**src/rtl/cpu_pipe_pkg.sv**
```systemverilog
// Shared types and constants for the CPU pipeline-stage buffers.
// Stage-state encoding, datapath field widths and control-bundle bit positions.
package cpu_pipe_pkg;

  typedef enum logic [1:0] {
    ST_EMPTY = 2'd0,
    ST_FULL  = 2'd1,
    ST_SKID  = 2'd2
  } stage_state_e;

  localparam int INSTR_W   = 32;
  localparam int PC_W      = 32;
  localparam int REG_IDX_W = 6;
  localparam int ALUOP_W   = 3;

  // idex/exmem control bundle layout
  localparam int CTRL_REG_WRITE  = 0;
  localparam int CTRL_MEM_READ   = 1;
  localparam int CTRL_MEM_WRITE  = 2;
  localparam int CTRL_MEM_TO_REG = 3;
  localparam int CTRL_BRANCH     = 4;
  localparam int CTRL_JUMP       = 5;
  localparam int CTRL_ALU_SRC    = 6;
  localparam int CTRL_ALUOP_LSB  = 7;
  localparam int CTRL_ALUOP_MSB  = CTRL_ALUOP_LSB + ALUOP_W - 1;

  function automatic logic [1:0] state_occ(input stage_state_e s);
    case (s)
      ST_FULL: return 2'd1;
      ST_SKID: return 2'd2;
      default: return 2'd0;
    endcase
  endfunction

endpackage

```
**src/rtl/pipe_stage_buf_if.sv**
```systemverilog
// Valid/ready link carrying a datapath payload and its control-bit bundle.
// The master drives valid/data/ctrl; the slave returns ready.
interface pipe_stage_buf_if #(
  parameter int DATA_W = 32,
  parameter int CTRL_W = 16
);
  logic              valid;
  logic              ready;
  logic [DATA_W-1:0] data;
  logic [CTRL_W-1:0] ctrl;

  modport master (output valid, output data, output ctrl, input ready);
  modport slave  (input valid, input data, input ctrl, output ready);
endinterface

```
**src/rtl/pipe_slot.sv**
```systemverilog
// One payload+control register with load enable; kill clears valid/ctrl but keeps data.
// ctrl is forced to zero whenever the slot is loaded without a valid entry.
module pipe_slot
  import cpu_pipe_pkg::*;
#(
  parameter int DATA_W = 32,
  parameter int CTRL_W = 16
) (
  input  logic              clk,
  input  logic              rst_n,
  input  logic              kill_i,
  input  logic              ld_i,
  input  logic              vld_i,
  input  logic [DATA_W-1:0] data_i,
  input  logic [CTRL_W-1:0] ctrl_i,
  output logic              vld_o,
  output logic [DATA_W-1:0] data_o,
  output logic [CTRL_W-1:0] ctrl_o
);

  logic              vld_q;
  logic [DATA_W-1:0] data_q;
  logic [CTRL_W-1:0] ctrl_q;

  always_ff @(posedge clk) begin
    if (!rst_n) begin
      vld_q  <= 1'b0;
      data_q <= '0;
      ctrl_q <= '0;
    end else if (kill_i) begin
      vld_q  <= 1'b0;
      ctrl_q <= '0;
    end else if (ld_i) begin
      vld_q  <= vld_i;
      data_q <= data_i;
      ctrl_q <= vld_i ? ctrl_i : '0;
    end
  end

  assign vld_o  = vld_q;
  assign data_o = data_q;
  assign ctrl_o = ctrl_q;

endmodule

```
**src/rtl/pipe_stage_buf.sv**
```systemverilog
// Elastic pipeline-stage register: 1-cycle latency, 1 entry/cycle, strict FIFO order.
// SKID=1 gives a 2-entry skid with registered in_ready; SKID=0 a single entry with combinational ready.
module pipe_stage_buf
  import cpu_pipe_pkg::*;
#(
  parameter int DATA_W = 32,
  parameter int CTRL_W = 16,
  parameter bit SKID   = 1'b1
) (
  input  logic                  clk,
  input  logic                  rst_n,
  input  logic                  flush,
  pipe_stage_buf_if.slave       up,
  pipe_stage_buf_if.master      dn,
  output logic [1:0]            occupancy
);

  stage_state_e state_q, state_d;
  logic         in_rdy_q;
  logic [1:0]   occ_q;

  logic in_rdy, accept, emit;

  logic              main_vld, main_ld, main_vld_d;
  logic [DATA_W-1:0] main_data, main_data_d;
  logic [CTRL_W-1:0] main_ctrl, main_ctrl_d;

  logic              skid_vld, skid_ld, skid_vld_d;
  logic [DATA_W-1:0] skid_data;
  logic [CTRL_W-1:0] skid_ctrl;

  assign emit   = main_vld & dn.ready;
  assign accept = up.valid & in_rdy;

  always_comb begin
    state_d = state_q;
    case (state_q)
      ST_EMPTY: if (accept) state_d = ST_FULL;
      ST_FULL: begin
        if (accept && !emit)      state_d = SKID ? ST_SKID : ST_FULL;
        else if (!accept && emit) state_d = ST_EMPTY;
      end
      ST_SKID:  if (emit) state_d = ST_FULL;
      default:  state_d = ST_EMPTY;
    endcase
    // A flush discards everything, including a same-cycle accept.
    if (flush) state_d = ST_EMPTY;
  end

  always_ff @(posedge clk) begin
    if (!rst_n) begin
      state_q  <= ST_EMPTY;
      in_rdy_q <= 1'b1;
      occ_q    <= 2'd0;
    end else begin
      state_q  <= state_d;
      in_rdy_q <= (state_d != ST_SKID);
      occ_q    <= state_occ(state_d);
    end
  end

  // Main refills from the skid entry first, so the older entry always leaves first.
  always_comb begin
    main_ld     = ((state_q == ST_EMPTY) && accept) || emit;
    main_vld_d  = (state_q == ST_SKID) ? skid_vld  : accept;
    main_data_d = (state_q == ST_SKID) ? skid_data : up.data;
    main_ctrl_d = (state_q == ST_SKID) ? skid_ctrl : up.ctrl;
    skid_ld     = ((state_q == ST_FULL) && accept && !emit) ||
                  ((state_q == ST_SKID) && emit);
    skid_vld_d  = (state_q == ST_FULL);
  end

  pipe_slot #(.DATA_W(DATA_W), .CTRL_W(CTRL_W)) u_main (
    .clk    (clk),
    .rst_n  (rst_n),
    .kill_i (flush),
    .ld_i   (main_ld),
    .vld_i  (main_vld_d),
    .data_i (main_data_d),
    .ctrl_i (main_ctrl_d),
    .vld_o  (main_vld),
    .data_o (main_data),
    .ctrl_o (main_ctrl)
  );

  if (SKID) begin : g_skid
    pipe_slot #(.DATA_W(DATA_W), .CTRL_W(CTRL_W)) u_skid (
      .clk    (clk),
      .rst_n  (rst_n),
      .kill_i (flush),
      .ld_i   (skid_ld),
      .vld_i  (skid_vld_d),
      .data_i (up.data),
      .ctrl_i (up.ctrl),
      .vld_o  (skid_vld),
      .data_o (skid_data),
      .ctrl_o (skid_ctrl)
    );
    assign in_rdy = in_rdy_q;
  end else begin : g_flat
    assign skid_vld  = 1'b0;
    assign skid_data = '0;
    assign skid_ctrl = '0;
    assign in_rdy    = !main_vld || dn.ready;
  end

  assign up.ready  = in_rdy;
  assign dn.valid  = main_vld;
  assign dn.data   = main_data;
  assign dn.ctrl   = main_ctrl;
  assign occupancy = occ_q;

endmodule

```
**src/flat_wrapper.sv**
```systemverilog
// flat-port wrapper written by rule: the top's interface ports become plain ports
module pipe_stage_buf_flat import cpu_pipe_pkg::*;
#(
  parameter int DATA_W = 32,
  parameter int CTRL_W = 16,
  parameter bit SKID   = 1'b1
)
  (clk, rst_n, flush, occupancy, up_valid, up_data, up_ctrl, up_ready, dn_valid, dn_data, dn_ctrl, dn_ready);
  pipe_stage_buf_if #(.DATA_W(DATA_W), .CTRL_W(CTRL_W)) up_i ();
  pipe_stage_buf_if #(.DATA_W(DATA_W), .CTRL_W(CTRL_W)) dn_i ();
  input  logic clk;
  input  logic rst_n;
  input  logic flush;
  output logic [1:0] occupancy;
  input wire logic [$bits(up_i.valid)-1:0] up_valid;
  input wire logic [$bits(up_i.data)-1:0] up_data;
  input wire logic [$bits(up_i.ctrl)-1:0] up_ctrl;
  output wire logic [$bits(up_i.ready)-1:0] up_ready;
  output wire logic [$bits(dn_i.valid)-1:0] dn_valid;
  output wire logic [$bits(dn_i.data)-1:0] dn_data;
  output wire logic [$bits(dn_i.ctrl)-1:0] dn_ctrl;
  input wire logic [$bits(dn_i.ready)-1:0] dn_ready;
  assign up_i.valid = up_valid;
  assign up_i.data = up_data;
  assign up_i.ctrl = up_ctrl;
  assign up_ready = up_i.ready;
  assign dn_valid = dn_i.valid;
  assign dn_data = dn_i.data;
  assign dn_ctrl = dn_i.ctrl;
  assign dn_i.ready = dn_ready;
  pipe_stage_buf #(.DATA_W(DATA_W), .CTRL_W(CTRL_W), .SKID(SKID)) u_core (.clk(clk), .rst_n(rst_n), .flush(flush), .up(up_i), .dn(dn_i), .occupancy(occupancy));
endmodule
```
**config.mk**
```make
export PLATFORM = sky130hd
export DESIGN_NAME = pipe_stage_buf_flat
export DESIGN_NICKNAME = d
export VERILOG_FILES = /design/src/rtl/cpu_pipe_pkg.sv /design/src/rtl/pipe_stage_buf_if.sv /design/src/rtl/pipe_slot.sv /design/src/rtl/pipe_stage_buf.sv /design/src/flat_wrapper.sv
export SDC_FILE = /design/constraint.sdc
export NUM_CORES = 1
export LEC_CHECK = 0
export BUFFER_PORTS_ARGS = -buffer_cell sky130_fd_sc_hd__buf_4
export CAP_MARGIN = 15
export CORE_MARGIN = 2
export CORE_UTILIZATION = 30
export DETAILED_ROUTE_END_ITERATION = 8
export PLACE_DENSITY = 0.6
export SYNTH_ARGS = -nofsm -noshare
export SYNTH_HDL_FRONTEND = slang
export SYNTH_SLANG_ARGS = --single-unit
```
**constraint.sdc**
```tcl
create_clock -name clk -period 1.8 [get_ports clk]
set_input_delay 0.36 -clock clk [delete_from_list [all_inputs] [get_ports clk]]
set_output_delay 0.36 -clock clk [all_outputs]
set_load 0.01 [all_outputs]
```
==> flow_summary_export.csv <==
group,metric,value,unit
critical_path,cp-end-kind,"flop",
layout,area_growth,28.54,%
clocking,cts.clk_slew.worst_paths,80,ps
placement,dp_hpwl,7024,µm
timing,setup_ws,119.3,ps
placement,dp_slack,70.58,ps
timing,slew_headroom,0.6957,
critical_path,crit_fanout,64,
die,rows,44,
pwr,p_seq_frac,0.490,
synth,avgSynthCellArea,9.468,µm²
hold_path,hold_class,"input pin to flop",
pwr,power_density,857.3,nW/µm²
pwr,intPower,3.655,mW
placement,port_buffers,104,
critical_path,ff2ff_path_depth,5,
die,die_y,125.9,µm
synth,ys_types,34,
layout,n_fill_cell,1469,
synth,synth_common_cells,"dfxtp_1, nand2_1, mux2i_1, nand3_1",
drt,wire_per_inst,13.61,µm
pwr,p_clk_frac,0.388,
clocking,cts_root_buf,"clkbuf_16",
clocking,cts_tree,"yes",
drt,drt-vias-per-instance,4.929,
synth,synth_edf_count,0,
hold_path,hold_depth,3,
timing,layout_min_cycle_time,1681,ps
layout,drive_above_1_share,0.2718,
die,start_util,0.3068,
synth,synthArstFlopShare,0,
layout,regArea,2063,µm²
synth,synth_area_leaders,"dfxtp_1, mux2i_1, o211a_1",
die,core,14530,µm²
drt,num_vias,3682,
global_routing,grt_first_pass_wirelength,16640,µm
placement,dp.cells,731,
clocking,cts_num_sinks,103,
synth,synthCells,471,
timing,max_freq,595.0,MHz
drt,dr.first_iter.drc_count,186,
die,io_pins,105,
timing,rsz0062_at_grt,"no",
clocking,clk_latency,350,ps
drt,dr.pass1.iters,5,
die,die_x,125.9,µm
global_routing,grtUsageTotal,0.1291,
pwr,swShare,0.2562,
synth,ys_ff_latch,103,
critical_path,reg2reg_slack,120,ps
pwr,ir_worst_vdd,564.1,µV
timing,finClkSkew,11.13,ps
layout,final_util,0.3944,
synth,synth.cell_area,4459,µm²
layout,antenna_cells,0,
synth,syn-num-nets,524,
drt,wl,10170,µm
synth,synth_top_area_share,0.4624,
timing,holdWs,241.5,ps
timing,tns,0,ps
pwr,power.switching,1.259,mW
global_routing,antenna_found_initial,0,
placement,gp_congestion,0.8478,
drt,ant_nets,0,
synth,yosysTopAreaCell,"dfxtp_1",
clocking,cts_buffers,9,
layout,finalNetCount,611,
critical_path,critPathKind,"flop to flop",
pwr,p_total,4.914,mW
critical_path,rr_startpoint,"u_core.state_q[0]",
synth,dominantRegCellSynth,"dfxtp_1",
global_routing,grt_pass1_vias,3415,
synth,post-synth-top-count-cell,"dfxtp_1",
critical_path,crit_required,2030,ps
global_routing,grt_remaining_overflow,0,
critical_path,startpoint_type,"flop",
critical_path,cp_data_arrival_time,1910,ps
timing,finalHoldViolations,0,
layout,final_area,5732,µm²
clocking,htreeDepth,3,
critical_path,rr_endpoint,"u_core.g_skid.u_skid.data_o[24]",
placement,placed_area,5439,µm²
timing,worst_pin_slew,456.4,ps
clocking,postCtsSetupBuffers,0,
timing,finalCritPeriodShare,0.9337,
pwr,combPwrFrac,0.122,
drt,drc,0,
layout,multi_input_area,2176,µm²
hold_path,hold_path_end,"u_core.g_skid.u_skid.ctrl_o[13]",
run_status,status,"finished clean",
die,dieArea,15860,µm²
pwr,p_leak,2.969,nW
clocking,clock_path_buffers,2,
global_routing,grt_max_degree,97,
hold_path,hp-start,"up_ctrl[13]",
timing,finalSetupViolations,0,
synth,ys_warn_count,0,
synth,yosysSeqAreaShare,0.4624,
layout,fin_cells,747,
timing,maxSlewViolCount,0,
job,maxCapViolations,0,
worst max-delay path: stages (launching register included):
cell     delay (ps)
dfxtp_1         420
or3b_1          380
o32a_2          360
buf_12          200
nand3_1         110
o21ai_1          70
cell usage in the layout, fill, tap and decap left out, types with 3 or more instances in the layout:
cell type	n
dfxtp_1	102
o21ai_0	6
clkbuf_16	9
nand2_1	76
o211a_1	32
a21oi_1	3
mux2i_1	60
o21ai_1	32
buf_4	115
o31ai_2	8
and2_1	13
nor2_1	12
nand3_1	54
o31ai_1	8
buf_12	5
cells by family after synthesis:
kind of cell           share of synthesized area
DFF                                       0.4624
buffers and inverters                    0.05331
AOI/OAI and AO/OA                         0.1748
muxes                                     0.1347
and+or+nand+nor                           0.1748
what timing repair did:
| action | in CTS | in global routing |
|---|---|---|
| endpoints found under the setup margin | 0 | 4 |
| hold buffers | 0 | 0 |
| gates resized for setup | 0 | 1 |
power groups by stage:
stage | clock [mW] | combinational, mW | sequential, mW
floorplan | 0 | 0.296 | 2.48
CTS | 1.98 | 0.608 | 2.41
global placement | 0 | 0.599 | 2.46
detailed placement | 0 | 0.606 | 2.46
finish | 1.90 | 0.599 | 2.41
global route | 2.07 | 0.655 | 2.42
layer usage:
metal | share of wire | vias to the layer above | GRT usage
li1 | - | 1836 | -
met4 | 0.020 | 0 | 0.04783
met3 | 0.056 | 18 | 0.04163
met1 | 0.45 | 1727 | 0.1623
met2 | 0.47 | 101 | 0.2075
met5 | 0 | - | 0
sequential cells by signal, summed over array words and instances (netlist names):
register                     cells
u_core.g_skid.u_skid.data_o     32
u_core.u_main.data_o            32
u_core.g_skid.u_skid.ctrl_o     16
u_core.u_main.ctrl_o            16
u_core.occupancy                 2
u_core.state_q                   2
u_core.g_skid.u_skid.vld_o       1
u_core.u_main.vld_o              1
u_core.up.ready                  1
layout make-up:
class / instances / area share
Multi-Input combinational cell: 322 / 0.3796
Clock inverter: 6 / 0.009168
Timing Repair Buffer: 120 / 0.1681
Sequential cell: 103 / 0.3600
Tap cell: 184 / 0.04017
Inverter: 2 / 0.001310
Clock buffer: 10 / 0.04169
worst max path at each step:
stage                 startpoint                               to
3_5_place_dp               flush  u_core.g_skid.u_skid.data_o[23]
3_3_place_gp               flush  u_core.g_skid.u_skid.data_o[26]
5_1_grt        u_core.state_q[0]  u_core.g_skid.u_skid.data_o[24]
6_report       u_core.state_q[0]  u_core.g_skid.u_skid.data_o[24]
2_1_floorplan    u_core.up.ready          u_core.u_main.ctrl_o[9]
4_1_cts        u_core.state_q[1]  u_core.g_skid.u_skid.data_o[24]
Power figures use the tool's default switching activity.
